===== config.mk =====
export PLATFORM = sky130hd
export DESIGN_NAME = alu_arbiter
export DESIGN_NICKNAME = d
export VERILOG_FILES = /design/src/rtl/alu_arbiter.sv
export SDC_FILE = /design/constraint.sdc
export NUM_CORES = 1
export LEC_CHECK = 0
export CAP_MARGIN = 40
export CORE_MARGIN = 2
export CORE_UTILIZATION = 44
export CTS_BUF_LIST = sky130_fd_sc_hd__clkbuf_4 sky130_fd_sc_hd__clkbuf_8
export CTS_CLUSTER_SIZE = 8
export DETAILED_ROUTE_END_ITERATION = 8
export PLACE_DENSITY = 0.87
export SYNTH_ARGS = -nofsm -noshare
export SYNTH_HDL_FRONTEND = slang
export SYNTH_SLANG_ARGS = --single-unit

===== constraint.sdc =====
create_clock -name clk -period 3.9 [get_ports clk]
set_input_delay 1.17 -clock clk [delete_from_list [all_inputs] [get_ports clk]]
set_output_delay 1.17 -clock clk [all_outputs]
set_load 0.01 [all_outputs]

===== src/rtl/alu_arbiter.sv =====
// rtl/alu_arbiter.sv - two-requester round-robin arbiter and sequencer for the shared 8-bit ALU
module alu_arbiter #(
    parameter int NREQ  = 2,
    parameter int CNT_W = 8
) (
    input  logic             clk,
    input  logic             rst_n,
    input  logic             req0_valid,
    input  logic             req1_valid,
    output logic             req0_ready,
    output logic             req1_ready,
    input  logic [3:0]       req0_op,
    input  logic [3:0]       req1_op,
    input  logic [7:0]       req0_a,
    input  logic [7:0]       req0_b,
    input  logic [7:0]       req1_a,
    input  logic [7:0]       req1_b,
    output logic             rsp0_valid,
    output logic             rsp1_valid,
    input  logic             rsp0_ready,
    input  logic             rsp1_ready,
    output logic [7:0]       rsp_result,
    output logic [3:0]       rsp_nzvc,
    output logic             rsp_err,
    output logic [7:0]       alu_a,
    output logic [7:0]       alu_b,
    output logic [3:0]       alu_sel,
    input  logic [7:0]       alu_result,
    input  logic [3:0]       alu_nzvc,
    output logic             busy,
    output logic [CNT_W-1:0] op_count
);

    typedef enum logic [1:0] {
        IDLE = 2'd0,
        EXEC = 2'd1,
        RESP = 2'd2
    } state_t;

    state_t          state;
    state_t          state_nxt;
    logic [NREQ-1:0] valid_vec;
    logic            last;
    logic            owner;
    logic            bad_op;
    logic            grant;
    logic            accept;
    logic            rsp_hs;
    logic            div_zero;
    logic            illegal_in;
    logic [3:0]      sel_in;
    logic [7:0]      a_in;
    logic [7:0]      b_in;

    assign valid_vec = {req1_valid, req0_valid};

    // Contention goes to whoever did not win last; a lone requester always wins.
    always_comb begin
        grant      = valid_vec[1] & (~valid_vec[0] | ~last);
        sel_in     = grant ? req1_op : req0_op;
        a_in       = grant ? req1_a : req0_a;
        b_in       = grant ? req1_b : req0_b;
        illegal_in = (sel_in >= 4'd10);
        div_zero   = ((alu_sel == 4'd3) || (alu_sel == 4'd4)) && (alu_b == 8'h00);
    end

    always_comb begin
        state_nxt  = state;
        accept     = 1'b0;
        rsp_hs     = 1'b0;
        req0_ready = 1'b0;
        req1_ready = 1'b0;
        rsp0_valid = 1'b0;
        rsp1_valid = 1'b0;
        busy       = (state != IDLE);
        case (state)
            IDLE: begin
                accept     = |valid_vec;
                req0_ready = accept & ~grant;
                req1_ready = accept & grant;
                if (accept) begin
                    state_nxt = EXEC;
                end
            end
            EXEC: begin
                state_nxt = RESP;
            end
            RESP: begin
                rsp0_valid = ~owner;
                rsp1_valid = owner;
                rsp_hs     = owner ? rsp1_ready : rsp0_ready;
                if (rsp_hs) begin
                    state_nxt = IDLE;
                end
            end
            default: begin
                state_nxt = IDLE;
            end
        endcase
    end

    always_ff @(posedge clk) begin
        if (!rst_n) begin
            state      <= IDLE;
            last       <= 1'b1;
            owner      <= 1'b0;
            bad_op     <= 1'b0;
            alu_a      <= 8'h00;
            alu_b      <= 8'h00;
            alu_sel    <= 4'h0;
            rsp_result <= 8'h00;
            rsp_nzvc   <= 4'h0;
            rsp_err    <= 1'b0;
            op_count   <= '0;
        end else begin
            state <= state_nxt;
            if (accept) begin
                owner <= grant;
                last  <= grant;
                // Illegal opcodes run a harmless 0+0 so the ALU never sees undefined selects.
                if (illegal_in) begin
                    alu_sel <= 4'h0;
                    alu_a   <= 8'h00;
                    alu_b   <= 8'h00;
                    bad_op  <= 1'b1;
                end else begin
                    alu_sel <= sel_in;
                    alu_a   <= a_in;
                    alu_b   <= b_in;
                end
            end
            if (state == EXEC) begin
                rsp_err <= bad_op | div_zero;
                if (bad_op) begin
                    rsp_result <= 8'h00;
                    rsp_nzvc   <= 4'h0;
                end else begin
                    rsp_result <= alu_result;
                    rsp_nzvc   <= alu_nzvc;
                end
            end
            if (rsp_hs) begin
                op_count <= op_count + CNT_W'(1);
                bad_op   <= 1'b0;
            end
        end
    end

endmodule


* Word level (Yosys, flattened, before mapping) *
Cells that the tools add are included.

cells by class
  mux-type cells = 18
  reduce and logical (&&, ||, !) cells = 9
  $add $sub $neg = 1
  bitwise logic cells = 10
  equality and inequality tests = 6
  order comparisons = 1

operators with widths
  cell                                                                   number
  8-bit two-way mux                                                      5
  4-bit two-way mux                                                      3
  8-bit by 1-bit adder with 8-bit output, second input constant          1
  8-bit logical NOT                                                      1
  1-bit two-way mux                                                      7
  2-bit one-hot mux with 3 select lines                                  1
  1-bit NOT                                                              5
  4-bit by 2-bit equality test with 1-bit output, second input constant  1
  4-bit by 3-bit equality test with 1-bit output, second input constant  1
  4-bit >= comparator, second input constant                             1
  2-bit two-way mux                                                      2
  2-bit != test, second input constant                                   2
  2-bit AND reduction                                                    2
  2-bit OR reduction                                                     2
  1-bit bitwise AND                                                      3
  2-bit by 1-bit equality test with 1-bit output, second input constant  1
  2-bit equality test, second input constant                             1
  2-bit logical NOT                                                      1
  1-bit bitwise OR                                                       2
  2-bit nonzero test                                                     1
  1-bit logical AND                                                      1
  1-bit logical OR                                                       1

word-level totals
  register bits after elaboration = 46
  output and inout port bits = 46
  logic and storage cells = 56
  input port bits = 58

* Logic depth before layout (Yosys ltp) *
  depth in word-level cells = 6
  mapped depth = 6
  depth with buffers taken out = 4

* Worst setup path after synthesis *
OpenSTA, ideal clock, no wires.

  path kind = in2out
  from = input port req1_valid
  to = output port req0_ready
  required time = 2730 ps
  path buffers = 1
  cell stages on the path = 3
  data arrival time = 2006 ps
  path slack = 724 ps
  path through = a21boi_4 > buf_1 > nor2_1

between the ends
  longest elaborated chain between the ends = 4
  elaborated cells on any way between the ends = 5
  those cells by class = mux: 1; bitwise: 3; reduce/logical: 1

ends and longest elaborated chain
  item                 line  source
  from (decl)          9     input logic req1_valid,
  1-bit bitwise AND    59    grant = valid_vec[1] & (~valid_vec[0] | ~last);
  1-bit NOT            79    req0_ready = accept & ~grant;
  1-bit bitwise AND *  79
  1-bit two-way mux *  76    case (state)
  to (decl)            10    output logic req0_ready,

Mark *: on every way between the ends. The rest lies on a longest branch, timed or not.

* Final worst setup path *
  from = input port req1_valid
  to = output port req1_ready

between the ends
  longest elaborated chain between the ends = 3
  elaborated cells on any way between the ends = 4
  those cells by class = mux: 1; bitwise: 2; reduce/logical: 1

ends and longest elaborated chain
  item                                                            line    source
  2-bit OR reduction / 1-bit bitwise AND (equally long branches)  78, 59
  1-bit bitwise AND *                                             80      req1_ready = accept & grant;
  1-bit two-way mux *                                             76
  to (decl)                                                       11      output logic req1_ready,

Marked as above.

==> impl_metrics.toml <==
[sta]
period_needed_ns = 3.78
relSlewSlack_pct = 47.2
clock.fmax_ghz = 0.265
period_share_pct = 96.9
tightest_slew_ns = 0.791
rsz0062_at_grt = "no"
hold_viol_final = 0
setup_violations = 0
fin_setup_tns_ns = 0
slew_violations = 0
skew_ns = 0.00448

[global_route]
grt_antenna_before_repair = 0
grt_remaining_overflow = 0
grt_pass1_wl_mm = 8.84
grt_max_degree = 25
grt_pass1_vias = 1921
grt_use_total_pct = 21.6

[drt]
detail_route.wl_per_cell_um = 15.0
ant_nets = 0
via_count = 1936
dr.first_iter.drc_count = 116
drcViolationCount = 0
first_pass_iters = 4
wirelength_mm = 5.54
viasPerCell = 5.23

[clock_tree]
cts_tree = "yes"
post_cts_buffers = 0
clk_latency_ns = 0.30
cts_made_buffers = 5
clockBufferDepth = 2
cts.clk_slew.worst_paths_ns = 0.08
clock_sinks = 46
htree_levels = 2
cts_root_buffer = "clkbuf_8"
cts-resized-gates = 0
cts_hold_buf = 0

[layout]
area_growth_pct = 58.5
drive_gt1_share_pct = 7.86
nets = 377
diodes = 0

[die]
dieWidth_um = 72.4
fp-row-count = 24
initial_core_util_pct = 46.6
ios = 104
core_um2 = 4410
die-area_um2 = 5240
die_h_um = 72.4

[critical_path]
worst-path-max-fanout = 4
start_kind = "input pin"
arrival_ns = 2.61
critical_path_class = "input pin to output port"
r2r_cells = 5
reg2reg_setup_slack_ns = 1.79
r2r_start = "last"
crit_required_ns = 2.73
r2r_end = "alu_b[4]"
crit_path_end_kind = "output port"

[place]
gp_congestion = 0.751
dp_hpwl_mm = 4.28
io_buffer_count = 103

[power]
power.density_nw_per_um2 = 359
irDropWorstVdd_mv = 0.246
p_leak_nw = 1.17
power_mw = 1.17

[synthesis]
ys_warn_count = 0
synth_fp_nets = 273
synth_fa_ha_area_share_pct = 0.608
yosysSeqAreaShare_pct = 44.8
synth_edf_count = 0
synth_compound_area_share_pct = 20.7
synth_area_per_cell_um2 = 9.61
synth_top_family_by_area = "compound AO/OA/AOI/OAI gates"
syn-cell-area_um2 = 2060
ys.flop_type = "dfxtp_1"
synthXorXnorAreaFrac_pct = 1.70
synth_cell_types = 34
synthMuxAreaShare_pct = 9.79
ys_seq_elements = 46
postSynth.asyncResetShare_pct = 0
synth_cells = 214
synth_simple_gate_area_share_pct = 19.2

[hold_path]
hold_class = "register to register"
hold_start = "rsp_result[0]"
min_to = "rsp_result[0]"
holdPathStages = 2

[flow_run]
maxCapViolCount = 0

[run_status]
status = "finished clean"
[worst max-delay path: stages]
cell and delay (ns):
clkdlybuf4s50_1 0.52, a21boi_4 0.21, and2_1 0.17, clkdlybuf4s50_1 0.54
[per-layer routing]
| metal | track usage (%) | vias to the layer above | wire (um) |
|---|---|---|---|
| met5 | 0 | - | 0 |
| met4 | 8.23 | 0 | 129 |
| met3 | 5.00 | 11 | 266 |
| met2 | 40.2 | 50 | 2900 |
| met1 | 23.6 | 891 | 2250 |
| li1 | - | 984 | - |
[worst max-delay path by stage]
stage | start | to | cells after the start
2_1_floorplan | req1_valid | req0_ready | 3
3_3_place_gp | req1_valid | req1_ready | 4
3_5_place_dp | req1_valid | req1_ready | 4
4_1_cts | req1_valid | req1_ready | 4
5_1_grt | req1_valid | req1_ready | 4
6_report | req1_valid | req1_ready | 4
[where the power goes]
| part | total [mW] | switching, mW | internal [mW] |
|---|---|---|---|
| sequential | 0.532 | 0.0296 | 0.503 |
| clock | 0.355 | 0.151 | 0.205 |
| combinational | 0.281 | 0.119 | 0.163 |
| total | 1.17 | 0.299 | 0.871 |
[metrics by stage]
| stage | setup WS [ns] | std cells | utilization, % | instance area, um^2 | hold WS (ns) |
|---|---|---|---|---|---|
| global route | 0.0724 | 370 | 73.8 | 3260 | 0.469 |
| CTS | 0.115 | 370 | 73.8 | 3260 | 0.455 |
| detailed placement | 0.123 | 363 | 71.3 | 3150 | 0.444 |
| global placement | 0.145 | 361 | 70.8 | 3120 | 0.437 |
| finish | 0.122 | 370 | 73.8 | 3260 | 0.452 |
| floorplan | 0.724 | 214 | - | 2060 | 0.476 |
[kinds of logic (layout without fill, tap and decap cells)]
logic type | Yosys count | count (layout)
AOI/OAI and AO/OA | 53 | 53
buffers and inverters | 15 | 119
and+or+nand+nor | 75 | 75
DFF | 46 | 46
muxes | 20 | 20
xor gates and xnor gates | 4 | 4
adders and majority gates | 1 | 1
[area by class of cell]
| cell class | instances | area (um^2) |
|---|---|---|
| clock inverter | 1 | 30.0 |
| tap | 52 | 65.1 |
| clock buffer | 6 | 82.6 |
| multi-input combinational | 153 | 1070 |
| timing repair buffer | 108 | 1080 |
| inverter | 4 | 15.0 |
| fill | 335 | 1150 |
| sequential | 46 | 921 |
[registers in the layout (all words and copies together) (netlist names)]
register    cells
rsp_nzvc        4
alu_sel         4
alu_b           8
rsp_err         1
op_count        8
rsp_result      8
last            1
owner           1
state           2
bad_op          1
alu_a           8
[synth_stat cells (2+ instances only)]
master | count | area (um^2)
o2bb2ai_2 | 10 | 150
buf_2 | 2 | 10.0
and2_1 | 3 | 18.8
nor3_1 | 6 | 30.0
nor2b_1 | 2 | 12.5
nand2b_1 | 3 | 18.8
o21ai_1 | 8 | 40.0
nand2_1 | 17 | 63.8
clkbuf_1 | 6 | 22.5
inv_1 | 4 | 15.0
xnor2_1 | 2 | 17.5
mux2i_1 | 19 | 190
o311a_1 | 2 | 20.0
nand4_1 | 4 | 25.0
nor2_1 | 17 | 63.8
xor2_1 | 2 | 17.5
or3_1 | 4 | 25.0
o2bb2ai_1 | 7 | 61.3
buf_1 | 2 | 7.51
nand3b_1 | 14 | 105
a21oi_1 | 21 | 105
dfxtp_1 | 46 | 921
nand3_1 | 2 | 10.0
[placed cells by master, fill, tap and decap left out, types with 2 or more instances in the layout]
| cell | instances |
|---|---|
| o2bb2ai_1 | 7 |
| inv_1 | 4 |
| buf_4 | 4 |
| and2_1 | 3 |
| o21ai_1 | 8 |
| nor3_1 | 6 |
| clkbuf_8 | 6 |
| mux2i_1 | 19 |
| xor2_1 | 2 |
| o311a_1 | 2 |
| nand3b_1 | 14 |
| o2bb2ai_2 | 10 |
| nor2b_1 | 2 |
| nand2_1 | 17 |
| nor2_1 | 17 |
| nand2b_1 | 3 |
| dfxtp_1 | 46 |
| xnor2_1 | 2 |
| or3_1 | 4 |
| nand3_1 | 2 |
| a21oi_1 | 21 |
| clkdlybuf4s50_1 | 103 |
| nand4_1 | 4 |
(Power assumes the default switching activity.)
